`config.mk`:
```
export PLATFORM = sky130hd
export DESIGN_NAME = enigma_rotor_stage
export DESIGN_NICKNAME = d
export VERILOG_FILES = /design/src/rtl/enigma_pkg.sv /design/src/rtl/enigma_rotor_map.sv /design/src/rtl/enigma_rotor_stage.sv
export SDC_FILE = /design/constraint.sdc
export NUM_CORES = 1
export LEC_CHECK = 0
export CORE_MARGIN = 2
export CORE_UTILIZATION = 45
export DETAILED_ROUTE_END_ITERATION = 16
export PLACE_DENSITY = 0.69
export SLEW_MARGIN = 20
export SYNTH_ARGS = -nofsm -noshare
export SYNTH_HDL_FRONTEND = slang
export SYNTH_HIERARCHICAL = 1
export SYNTH_SLANG_ARGS = --single-unit
```
`constraint.sdc`:
```
create_clock -name clk -period 9.7 [get_ports clk]
set_input_delay 1.455 -clock clk [delete_from_list [all_inputs] [get_ports clk]]
set_output_delay 1.455 -clock clk [all_outputs]
set_load 0.1 [all_outputs]
```
`src/rtl/enigma_pkg.sv`:
```
// Shared Enigma constants: alphabet size, rotor wiring ROMs (forward and inverse),
// notch positions and the mod-26 helpers used by every rotor stage.
package enigma_pkg;

    localparam int ALPHA = 26;
    localparam int LW    = 5;
    localparam int NUM_ROTORS = 5;

    // Wiring tables as letter strings (first character = entry A) for readability.
    localparam logic [8*ALPHA-1:0] W_STR [NUM_ROTORS] = '{
        "EKMFLGDQVZNTOWYHXUSPAIBRCJ",
        "AJDKSIRUXBLHWTMCQGZNPYFVOE",
        "BDFHJLCPRTXVZNYEIWGAKMUSQO",
        "ESOVPZJAYQUIRHXLNFTGKDCMWB",
        "VZBRGITYUPSDNHLXAWMJQOFECK"
    };

    localparam logic [8*ALPHA-1:0] WINV_STR [NUM_ROTORS] = '{
        "UWYGADFPVZBECKMTHXSLRINQOJ",
        "AJPCZWRLFBDKOTYUQGENHXMIVS",
        "TAGBPCSDQEUFVNZHYIXJWLRKOM",
        "HZWVARTNLGUPXQCEJMBSKDYOIF",
        "QCYLXWENFTZOSMVJUDKGIARPHB"
    };

    localparam logic [LW-1:0] NOTCH [NUM_ROTORS] = '{5'd16, 5'd4, 5'd21, 5'd9, 5'd25};

    function automatic logic [LW-1:0] rom_letter(input logic [8*ALPHA-1:0] s,
                                                 input logic [LW-1:0] idx);
        logic [7:0] c;
        if (idx >= LW'(ALPHA))
            return '0;
        c = s[8*(ALPHA-1-int'(idx)) +: 8];
        return LW'(c - 8'h41);
    endfunction

    function automatic logic [LW-1:0] w_lookup(input int sel, input logic [LW-1:0] idx);
        return rom_letter(W_STR[sel], idx);
    endfunction

    function automatic logic [LW-1:0] winv_lookup(input int sel, input logic [LW-1:0] idx);
        return rom_letter(WINV_STR[sel], idx);
    endfunction

    function automatic logic [LW-1:0] mod26_add(input logic [LW-1:0] a, input logic [LW-1:0] b);
        logic [LW:0] s;
        s = {1'b0, a} + {1'b0, b};
        if (s >= (LW+1)'(ALPHA))
            s = s - (LW+1)'(ALPHA);
        return s[LW-1:0];
    endfunction

    function automatic logic [LW-1:0] mod26_sub(input logic [LW-1:0] a, input logic [LW-1:0] b);
        logic [LW:0] d;
        d = {1'b0, a} - {1'b0, b};
        if (a < b)
            d = d + (LW+1)'(ALPHA);
        return d[LW-1:0];
    endfunction

    function automatic logic [LW-1:0] mod26_reduce(input logic [LW-1:0] v);
        return (v >= LW'(ALPHA)) ? LW'(v - LW'(ALPHA)) : v;
    endfunction

endpackage

```
`src/rtl/enigma_rotor_map.sv`:
```
// Combinational rotor substitution: shifts the letter by the rotor offset k, looks it up in
// the forward or inverse wiring, and shifts back.
module enigma_rotor_map
    import enigma_pkg::*;
#(
    parameter int WIRING_SEL = 0
) (
    input  logic [LW-1:0] x,
    input  logic [LW-1:0] k,
    input  logic          dir,
    output logic [LW-1:0] y
);

    logic [LW-1:0] idx;
    logic [LW-1:0] wired;

    always_comb begin
        idx   = mod26_add(x, k);
        wired = dir ? winv_lookup(WIRING_SEL, idx) : w_lookup(WIRING_SEL, idx);
        y     = mod26_sub(wired, k);
    end

endmodule

```
`src/rtl/enigma_rotor_stage.sv`:
```
// Stepping Enigma rotor with valid/ready handshake and one-cycle latency.
// Optional historical double-step of the middle rotor: define ENIGMA_DOUBLE_STEP_EN.
module enigma_rotor_stage
    import enigma_pkg::*;
#(
    parameter int WIRING_SEL  = 0,
    parameter bit STEP_ALWAYS = 1'b0,
    parameter bit IS_MIDDLE   = 1'b0
) (
    input  logic          clk,
    input  logic          rst_n,
    input  logic          cfg_load,
    input  logic [LW-1:0] cfg_pos,
    input  logic [LW-1:0] cfg_ring,
    input  logic          dir,
    input  logic          step_in,
    input  logic          in_valid,
    output logic          in_ready,
    input  logic [LW-1:0] in_data,
    output logic          out_valid,
    input  logic          out_ready,
    output logic [LW-1:0] out_data,
    output logic          out_err,
    output logic          step_out,
    output logic [LW-1:0] pos
);

`ifdef ENIGMA_DOUBLE_STEP_EN
    localparam bit DOUBLE_STEP_EN = 1'b1;
`else
    localparam bit DOUBLE_STEP_EN = 1'b0;
`endif

    logic [LW-1:0] ring;
    logic [LW-1:0] pos_n;
    logic [LW-1:0] k;
    logic [LW-1:0] map_out;
    logic          accept;
    logic          in_range;
    logic          at_notch;
    logic          stepping;

    // Stepping happens before encoding, so the offset is derived from the next position.
    always_comb begin
        in_ready = !cfg_load && (!out_valid || out_ready);
        accept   = in_valid && in_ready;
        in_range = in_data < LW'(ALPHA);
        at_notch = pos == NOTCH[WIRING_SEL];
        stepping = accept && in_range &&
                   (STEP_ALWAYS || step_in || (DOUBLE_STEP_EN && IS_MIDDLE && at_notch));
        step_out = stepping && at_notch;
        if (stepping)
            pos_n = (pos == LW'(ALPHA - 1)) ? '0 : pos + 1'b1;
        else
            pos_n = pos;
        k = mod26_sub(pos_n, ring);
    end

    enigma_rotor_map #(
        .WIRING_SEL(WIRING_SEL)
    ) u_map (
        .x  (in_data),
        .k  (k),
        .dir(dir),
        .y  (map_out)
    );

    // Configuration load blocks acceptance, so position update and letter capture never collide.
    always_ff @(posedge clk or negedge rst_n) begin
        if (!rst_n) begin
            pos       <= '0;
            ring      <= '0;
            out_valid <= 1'b0;
            out_data  <= '0;
            out_err   <= 1'b0;
        end else begin
            if (cfg_load) begin
                pos  <= mod26_reduce(cfg_pos);
                ring <= mod26_reduce(cfg_ring);
            end else if (accept) begin
                pos <= pos_n;
            end
            if (accept) begin
                out_valid <= 1'b1;
                out_data  <= in_range ? map_out : in_data;
                out_err   <= !in_range;
            end else if (out_ready) begin
                out_valid <= 1'b0;
            end
        end
    end

endmodule

```
Word level (Yosys, flattened, before mapping)
Cells that the tools add are included.

word-level totals
  bits in writable memories = 0
  output and inout bits = 14
  bits in registers = 17
  bits in read-only memories = 0
  memories = 0
  bits in latches = 0
  input bits = 22
  word-level logic and storage cells = 56

cells by class
  shift-type cells = 2
  add/sub/neg operators = 12
  multipliers = 0
  div/mod/pow operators = 0
  muxes and demuxes = 17
  $lt $le $gt $ge = 7
  bitwise gates (word level) = 0
  equal/unequal tests = 2
  reductions and logical operators = 11

operator list
  operator                   number
  $shiftx 208x32->5 const A  2
  $mux 5                     14
  $ge 5x5->1 const B         3
  $sub 5x5->5 const B        3
  $add 5x5->5 const B        2
  $eq 5x5->1 const B         2
  $lt 5x5->1                 2
  $sub 5x1->5 const B        2
  $sub 5x5->5                2
  $add 5x5->6                1
  $ge 6x5->1 const B         1
  $sub 5x5->6 const A        1
  $add 5x1->5 const B        1
  $logic_and 1x1->1          5
  $lt 5x5->1 const B         1
  $reduce_bool 2->1          2
  $logic_not 1->1            3
  $mux 1                     3
  $logic_or 1x1->1           1

Depth between registers and ports, before layout
Gate-level depths: netlist (run 1).

  depth after elaboration = 22
  mapped depth = 40
  depth with buffers taken out = 40

Hierarchy
The synthesis (run 1) kept the hierarchy.

modules (own cells, without submodules)
  module              cells each  instances  area an instance (sq um)  seq. area each (sq um)
  enigma_rotor_map    241         1          1690.4                    0.0
  enigma_rotor_stage  144         1          1286.2                    425.4

Least setup slack after synthesis (run 1)
OpenSTA, ideal clock, no wires.

  path type = input to register
  start point = input port in_data[1]
  end point = register out_data[2]
  library setup time = 132 ps
  data required time = 9568 ps
  data arrival time = 8557 ps
  setup slack = 1010 ps
  cell stages on the path = 35
  path buffers = 2
  path through = o211ai_4 nand4_2 buf_6 nor3_1 a21oi_1 ha_1 inv_1 fa_1 ha_1 mux2_2 ha_1 xor2_1 inv_1 ha_1 nor2b_1 o22ai_1 nor4_1 o22a_1 clkinv_1 ha_1 xnor2_2 buf_2 nor3_1 mux2_2 o31ai_2 ha_1 mux2i_1 and2_1 inv_1 fa_1 xnor2_1 ha_1 mux2_2 mux2i_1 o21ai_0

on the way
  longest elaborated chain between the ends = 19
  elaborated cells on any way between the ends = 27
  classes of those cells = add/sub (9); order compare (5); shift (2); mux (9); reduce/logical (2)

RTL lines
  item                               RTL line                  text
  start: declaration                 enigma_rotor_stage.sv:19  input logic [LW-1:0] in_data,
  $lt 5x5->1 *                       enigma_rotor_stage.sv:47  in_range = in_data < LW'(ALPHA);
  $logic_and 1x1->1 * (2 in series)  enigma_rotor_stage.sv:49  stepping = accept && in_range &&
  $mux 5 *                           enigma_rotor_stage.sv:52  if (stepping)
  $sub 5x5->5                        enigma_pkg.sv:55          d = {1'b0, a} - {1'b0, b};
  $add 5x5->5                        enigma_pkg.sv:57          d = d + (LW+1)'(ALPHA);
  $mux 5 *                           enigma_pkg.sv:56          if (a < b)
  named net k[2]                     enigma_rotor_stage.sv:36  logic [LW-1:0] k;
  $add 5x5->6                        enigma_pkg.sv:47          s = {1'b0, a} + {1'b0, b};
  [4 not listed]                     --
  $sub 5x1->5                        enigma_pkg.sv:34          return LW'(c - 8'h41);
  $mux 5                             enigma_pkg.sv:33          c = s[8*(ALPHA-1-int'(idx)) +: 8];
  $mux 5                             enigma_rotor_map.sv:19    wired = dir ? winv_lookup(WIRING_SEL, idx) : w_lookup(WIRING_SEL, idx);
  $sub 5x5->5                        enigma_pkg.sv:55
  $add 5x5->5                        enigma_pkg.sv:57
  $mux 5 *                           enigma_pkg.sv:56
  named net map_out[2]               enigma_rotor_stage.sv:37  logic [LW-1:0] map_out;
  $mux 5 *                           enigma_rotor_stage.sv:85  out_data <= in_range ? map_out : in_data;
  end signal: assignment             enigma_rotor_stage.sv:85
  end: declaration                   enigma_rotor_stage.sv:22  output logic [LW-1:0] out_data,

Mark *: on every way through the listed nets, which the timed path passes. The rest lies on a longest branch.
A chain may end at the register's enable or synchronous reset.

Final worst setup path (run 1)
  start point = input port in_data[2]
  end point = register out_data[4]

The elaborated chain is that of the path after synthesis.

==> results of run 1 <==
[final cells by class]
class,instances,area [um2]
clock buffers,4,45.0
fillers,596,2750
inverters,35,131
multi-input cells,322,2450
flip-flops and latches,17,425
well taps,77,96.3
repair buffers,53,485
[per-layer routing]
metal	up-vias	routed length (um)	global-route usage [%]
li1	1490	-	-
met2	100	3720	38.9
met5	-	0	0
met4	0	122	6.20
met1	1388	3610	29.6
met3	9	449	1.65
[what timing repair did]
item | CTS | global route
gates resized for setup | 0 | 15
hold buffers | 0 | 0
setup endpoints to repair | 0 | 4
[worst max-delay path, delay by kind of cell]
family	cells	cell delay, ns
compound gates	11	2.10
xor+xnor	4	0.89
fa+ha+maj	7	2.12
buf+inv	5	0.98
mux	2	0.43
simple gates	7	1.32
[Yosys cell counts (2+ instances only)]
cell type  instances  area [um2]
nor4_1             6        37.5
or3_1              2        12.5
xor2_1             9        78.8
ha_1              29         363
a21o_1             7        52.6
nor4b_1            2        17.5
o21ai_1            3        15.0
o31ai_1            3        22.5
and3_1             3        18.8
a31oi_1            2        12.5
o21ai_2            2        17.5
inv_1             33         124
a21oi_1           17        85.1
nand2b_1           7        43.8
fa_1               3        60.1
o311a_1            2        20.0
buf_2              4        20.0
nand2_1           40         150
mux2_2             5        56.3
nand3_1           13        65.1
o211ai_1           5        37.5
or2_1              2        12.5
and2_1             6        37.5
a221o_1            2        20.0
o21ai_0           26         130
nor2b_1            6        37.5
clkbuf_1           5        18.8
a21boi_0           3        22.5
nor3b_2            3        37.5
o21a_1             3        22.5
o22a_1             3        26.3
mux2i_1            8        80.1
nor3_1             7        35.0
o22ai_1            5        31.3
dfrtp_1           17         425
o311ai_1           2        17.5
nor2_1            28         105
a211oi_1           6        45.0
xnor2_1           15         131
nand4_1            2        12.5
[sequential cells by signal, indices dropped and copies added, names as in the netlist]
name	cells
ring	5
out_data	5
out_valid	1
pos	5
out_err	1
[layout by cell type, fill, tap and decap left out, drive strengths merged, types with 4 or more instances in the layout]
cell / count
xor2: 9
nand2: 41
o21ai: 31
o211ai: 6
clkdlybuf4s50: 35
xnor2: 16
a211oi: 7
o22ai: 5
mux2: 5
nand2b: 7
a21o: 7
ha: 29
mux2i: 9
a21oi: 18
and2: 7
o31ai: 5
a21boi: 4
nor2b: 6
inv: 34
buf: 18
nor3b: 4
nand3: 13
nor4: 7
dfrtp: 17
nor2: 29
nor3: 8
clkbuf: 4
[cell families after synthesis]
group                    share of synthesized area [%]
flip-flops                                        14.3
AND/OR/NAND/NOR                                   24.2
XOR/XNOR                                          7.61
multiplexers                                      5.04
buffers and inverters                             6.22
AO/OA/AOI/OAI                                     28.5
adder cells (fa/ha/maj)                           14.2
[per-stage QoR]
step                      hold slack (ns)  setup TNS [ns]  cell area [um2]  util (%)
after global placement              0.461         -0.0184             3500      54.9
after CTS                           0.486               0             3550      55.6
after global routing                0.531         -0.0111             3640      57.0
final                               0.479               0             3640      57.0
after floorplan                     0.487               0             2980         -
after detailed placement            0.472         -0.0528             3500      54.9
[worst max path at each step]
stage | endpoint | cells after the start | start
after floorplan | out_data[2] | 35 | in_data[1]
final | out_data[4] | 36 | in_data[2]
after detailed placement | out_data[2] | 35 | in_data[2]
after global routing | out_data[4] | 32 | in_data[2]
after CTS | out_data[2] | 35 | in_valid
after global placement | out_data[2] | 34 | in_valid
==> results.toml, run 1 <==
[sta]
worstMarginPinSlew_ns = 0.985
finClkSkew_ns = 0.00937
worst_slack_ns = 0.530
fin_crit_ns = 9.17
slew-limit-headroom_pct = 34.1
slew_viol_final = 0
setup_viol_count_final = 0
finalHoldViolCount = 0
fmaxAchievable_ghz = 0.109
period_share_pct = 94.5

[layout]
n_antenna_cell = 0
drive_above_1_share_pct = 14.2
final_cell_count_no_fill = 508
area.growth.synth_to_final_pct = 22.2
nets = 486

[clock_network]
cts-root-buf = "clkbuf_8"
htree_levels = 1
cts_sinks = 17
cts_setup_buffers = 0
numCtsBuffers = 3
clkLatencyLatePin_ns = 0.26
path_clk_slew_ns = 0.06
clock_path_buffers = 2
cts_tree = "done"

[worst_hold_path]
hold_class = "flip-flop to flip-flop"
hold_end = "out_err"
hold_start = "out_err"
hold_depth = 2

[route]
antenna_left = 0
drc = 0
drtIter0Drc = 183
vias = 2987
viasPerCell = 5.88
wl_per_cell_um = 15.6
drtPass1Iterations = 5
routed_wl_um = 7910

[floorplan]
start_util_pct = 46.6
pin_count = 36
coreArea_um2 = 6390
row_count = 29
dieArea_um2 = 7280
die_h_um = 85.3
die_x_um = 85.3

[critical_path]
path_common_cell = "ha_1"
critPathSlowestCell = "clkdlybuf4s50_1"
cp_data_required_time_ns = 9.85
reg2reg_from = "pos[1]"
start_kind = "input port"
crit_arrival_ns = 9.32
r2r-end = "out_data[4]"
setup.worst_path.class = "input port to flip-flop"
max_stage_delay_ns = 0.50
r2r_cells = 37
worstPathMaxFanout = 11
reg2reg_setup_slack_ns = 1.68
end_kind = "flip-flop"

[outcome]
run_status = "complete, no violations"

[global_routing]
grt_usage_pct = 22.3
grt_overflow = 0
antenna_found_initial = 0
grt_pass1_vias = 2930
grt_max_degree = 22
grt_pass1_wl_um = 13500

[synth]
ys_types = 79
synth_edf_count = 0
yosysSeqAreaShare_pct = 14.3
synthFlopType = "dfrtp_1"
syn-mean-instance-area_um2 = 7.73
syn-cell-area_um2 = 2980
syn_inst = 385
syn_nets = 439
yosys_warnings = 6
ys_seq_elements = 17
async_flop_share_pct = 100

[placement]
portBuffers = 35
dp_hpwl_um = 6250
dp.cells = 504
place_ws_ns = -0.0528
gp_congestion = 0.939

[flow_run]
maxCapViolCount = 0
Power of run 1 is not shown: default switching activity piles up to over one toggle a cycle in this logic, so the estimate is an artifact.
==> inputs of run 2 (changes only) <==
Settings changed: GPL_TIMING_DRIVEN from default to 0.
==> results.toml, run 2 (synthesis results as in run 1) <==
[outcome]
run_status = "complete, no violations"

[critical_path]
path_common_cell = "ha_1"
worstPathMaxFanout = 10
reg2reg_setup_slack_ns = 1.64
r2r-end = "out_data[2]"
end_kind = "flip-flop"
startpoint = "in_data[4]"
start_kind = "input port"
reg2reg_from = "pos[1]"
critPathSlowestCell = "clkdlybuf4s50_1"
cp_data_required_time_ns = 9.83
setup.worst_path.class = "input port to flip-flop"
r2r_cells = 36
crit_arrival_ns = 9.33
endpoint = "out_data[2]"
max_stage_delay_ns = 0.56

[route]
drtIter0Drc = 101
viasPerCell = 5.92
drc = 0
vias = 2996
wl_per_cell_um = 15.4
antenna_left = 0
drtPass1Iterations = 4
routed_wl_um = 7820

[global_routing]
grt_pass1_wl_um = 12800
grt_usage_pct = 21.3
antenna_found_initial = 0
grt_overflow = 0
grt_pass1_vias = 2799
grt_max_degree = 18

[layout]
final_area_um2 = 3690
layout_commonest_cell = "nand2_1"
fin_util_pct = 57.8
final_cell_mix = "39 x nand2_1, 32 x inv_1, 32 x clkdlybuf4s50_1"
drive_above_1_share_pct = 15.4
nets = 484
final_cell_count_no_fill = 506
fillers = 593
area.growth.synth_to_final_pct = 23.9
n_antenna_cell = 0
top_regs = "out_data x5, pos x5, ring x5"

[clock_network]
htree_levels = 1
cts_tree = "done"
numCtsBuffers = 3
clock_path_buffers = 2
ctsHoldBuffers = 0
cts-root-buf = "clkbuf_8"
path_clk_slew_ns = 0.06
clkLatencyLatePin_ns = 0.26
cts_sinks = 17

[floorplan]
die_x_um = 85.3
dieArea_um2 = 7280
coreArea_um2 = 6390
die_h_um = 85.3
start_util_pct = 46.6
row_count = 29
pin_count = 36

[sta]
slew-limit-headroom_pct = 34.5
fmaxAchievable_ghz = 0.109
finClkSkew_ns = 0.00450
fin_crit_ns = 9.20
worstMarginPinSlew_ns = 0.979
finalHoldViolCount = 0
slew_viol_final = 0
period_share_pct = 94.9
setup_viol_count_final = 0
rsz0062_at_grt = "no"
worst_hold_slack_ns = 0.474

[placement]
portBuffers = 35
dp_hpwl_um = 6080
gp_congestion = 0.941
detailed_place.area_um2 = 3420
dp.cells = 497

[flow_run]
maxCapViolCount = 0

[worst_hold_path]
hold_class = "flip-flop to flip-flop"
hold_start = "out_err"
[run 2: per-stage QoR]
step	TNS, ns	worst slack (ns)
3_3_place_gp	-2.73	-0.784
6_report	0	0.499
2_1_floorplan	0	1.01
4_1_cts	0	0.0534
5_1_grt	0	0.0437
3_5_place_dp	-3.21	-0.920
[run 2: worst max-delay path, delay by kind of cell]
kind                       cells  cell delay (ns)
xor gates and xnor gates       3             0.67
buffers and inverters          7             1.31
AOI/OAI and AO/OA              8             1.42
and+or+nand+nor                6             0.82
muxes                          4             0.78
adders and majority gates      9             2.85
[run 2: layout make-up]
type	count	area (um2)	area share, %
clock buffers	4	45.0	1.22
well taps	77	96.3	2.61
flip-flops and latches	17	425	11.5
inverters	35	134	3.63
plain buffers	10	56.3	1.53
repair buffers	41	403	10.9
multi-input cells	322	2530	68.6
[run 2: worst min path at each step]
| stage | end | slack, ns | cells after the start |
|---|---|---|---|
| 3_5_place_dp | out_err | 0.47 | 2 |
| 3_3_place_gp | out_data[1] | 0.46 | 2 |
| 6_report | out_err | 0.47 | 2 |
| 4_1_cts | out_err | 0.48 | 2 |
| 5_1_grt | out_data[2] | 0.51 | 2 |
| 2_1_floorplan | ring[0] | 0.49 | 1 |
[run 2: metal layers]
metal | wire [um] | global-route usage (%)
met1 | 3570 | 28.8
met2 | 3730 | 35.7
met3 | 389 | 1.56
met4 | 126 | 7.50
met5 | 0 | 0
[run 2: what timing repair did]
item / 4_1_cts / 5_1_grt
endpoints found under the setup margin: 4 / 4
gates cloned: 0 / 0
setup buffers: 1 / 5
pin swaps: 1 / 5
gates resized for setup: 10 / 26
Power of run 2 is left out for the same reason.
==> inputs of run 3 (changes only) <==
Settings changed: PLACE_DENSITY 0.69 to 0.68, SYNTH_HIERARCHICAL 1 to default.
==> results.toml, run 3 <==
[outcome]
run_status = "complete, no violations"

[worst_hold_path]
hold_class = "flip-flop to flip-flop"
hold_start = "out_err"
hold_depth = 2
hold_end = "out_err"

[sta]
slew-limit-headroom_pct = 34.3
worstMarginPinSlew_ns = 0.982
setup_viol_count_final = 0
finalHoldViolCount = 0
fin_crit_ns = 9.33
worst_slack_ns = 0.372
finClkSkew_ns = 0.00637
slew_viol_final = 0
fmaxAchievable_ghz = 0.107
period_share_pct = 96.2

[route]
drtIter0Drc = 176
routed_wl_um = 8290
drc = 0
vias = 3202
antenna_left = 0
viasPerCell = 6.00
drtPass1Iterations = 5
wl_per_cell_um = 15.5

[floorplan]
dieArea_um2 = 7560
coreArea_um2 = 6720
pin_count = 36
die_x_um = 86.9
start_util_pct = 46.1
row_count = 30
die_h_um = 86.9

[critical_path]
path_delay_family = "adder cells"
path_common_cell = "ha_1"
r2r-end = "out_data[2]"
r2r_cells = 36
reg2reg_setup_slack_ns = 1.64
setup.worst_path.class = "input port to flip-flop"
max_stage_delay_ns = 0.47
reg2reg_from = "pos[1]"
start_kind = "input port"
crit_arrival_ns = 9.44
worst-path-buf-inv = 5
critPathSlowestCell = "clkdlybuf4s50_1"
cp_data_required_time_ns = 9.82
end_kind = "flip-flop"
worstPathMaxFanout = 10

[clock_network]
htree_levels = 1
clock_path_buffers = 2
ctsHoldBuffers = 0
path_clk_slew_ns = 0.06
cts_tree = "done"
cts_sinks = 17
clkLatencyLatePin_ns = 0.25
numCtsBuffers = 3
cts-root-buf = "clkbuf_8"

[layout]
top_regs = "out_data x5, pos x5, ring x5"
layout_commonest_cell = "clkdlybuf4s50_1"
nets = 508
n_antenna_cell = 0
final_cell_count_no_fill = 534
drive_above_1_share_pct = 18.9
area.growth.synth_to_final_pct = 24.7
final_cell_mix = "34 x clkdlybuf4s50_1, 33 x inv_1, 32 x o21ai_0"

[synth]
synth_edf_count = 0
syn-mean-instance-area_um2 = 7.68
ys_types = 74
synth_top_cell_area_share_pct = 13.7
yosys_warnings = 0
netlist_top_cells_area = "dfrtp_1 14%, ha_1 11%, o21ai_0 5.3%"
async_flop_share_pct = 100
syn_nets = 456
yosysTopAreaCell = "dfrtp_1"
synth_commonest_cells = "33 x inv_1, 33 x o21ai_0, 32 x nor2_1"
ys_seq_elements = 17
synthFlopType = "dfrtp_1"
yosysSeqAreaShare_pct = 13.7
syn_inst = 403
syn-cell-area_um2 = 3100

[placement]
place_ws_ns = -0.929
gp_congestion = 0.984
dp_hpwl_um = 6440
dp.cells = 517
portBuffers = 34

[global_routing]
grt_usage_pct = 21.4
grt_pass1_wl_um = 13300
grt_overflow = 0
antenna_found_initial = 0
grt_max_degree = 18
grt_pass1_vias = 3010

[flow_run]
maxCapViolCount = 0
-- run 3: final cells by class --
class,instances,area [um2]
fillers,642,2860
inverters,34,128
flip-flops and latches,17,425
multi-input cells,335,2610
plain buffers,16,103
clock buffers,4,45.0
repair buffers,48,445
well taps,80,100
-- run 3: per-stage QoR --
| step | hold WS (ns) | area, um2 | setup TNS [ns] | utilization (%) |
|---|---|---|---|---|
| floorplan | 0.487 | 3110 | 0 | - |
| global placement | 0.463 | 3550 | -2.58 | 52.9 |
| detailed placement | 0.469 | 3550 | -3.34 | 52.9 |
| CTS | 0.483 | 3670 | 0 | 54.6 |
| global route | 0.507 | 3860 | -0.00316 | 57.4 |
| finish | 0.475 | 3860 | 0 | 57.4 |
-- run 3: worst max-delay path by stage --
stage	start	to	slack, ns	cells past startpoint
2_1_floorplan	cfg_load	out_data[4]	0.01	39
3_3_place_gp	out_ready	out_data[4]	-0.73	39
3_5_place_dp	out_ready	out_data[4]	-0.93	39
4_1_cts	in_data[1]	out_data[2]	0.04	40
5_1_grt	out_ready	out_data[1]	-0.003	42
6_report	out_ready	out_data[2]	0.37	36
-- run 3: layer usage --
metal | wire length, um | GRT usage [%] | part of all wire [%] | vias up
met1 | 3760 | 27.4 | 45 | 1503
met3 | 422 | 1.14 | 5.1 | 8
met2 | 3990 | 38.6 | 48 | 105
met4 | 112 | 5.82 | 1.4 | 0
li1 | - | - | - | 1586
met5 | 0 | 0 | 0 | -
-- run 3: worst reg2reg max path, delay by kind of cell (launching register included) --
kind                     cells  cell delay, ns
XOR/XNOR                     2            0.57
adder cells (fa/ha/maj)      7            2.12
buffers and inverters        4            0.58
AND/OR/NAND/NOR              6            1.23
AO/OA/AOI/OAI               14            2.41
flip-flops                   1            0.48
multiplexers                 3            0.56
-- run 3: kinds of logic (layout without fill, tap and decap cells) --
group	count (synthesis)	after routing	share of synthesized area, %
AO/OA/AOI/OAI	142	142	33.2
flip-flops	17	17	13.7
XOR/XNOR	24	24	7.28
multiplexers	12	12	4.20
adder cells (fa/ha/maj)	31	31	13.3
AND/OR/NAND/NOR	126	126	21.0
buffers and inverters	51	102	7.32
-- run 3: repair_timing --
| action | CTS | global route |
|---|---|---|
| resized for setup | 11 | 26 |
| pin swaps | 3 | 11 |
| setup endpoints to repair | 4 | 4 |
| endpoints found under the hold margin | 0 | 0 |
| setup buffers | 3 | 11 |
Power of run 3 is left out for the same reason.
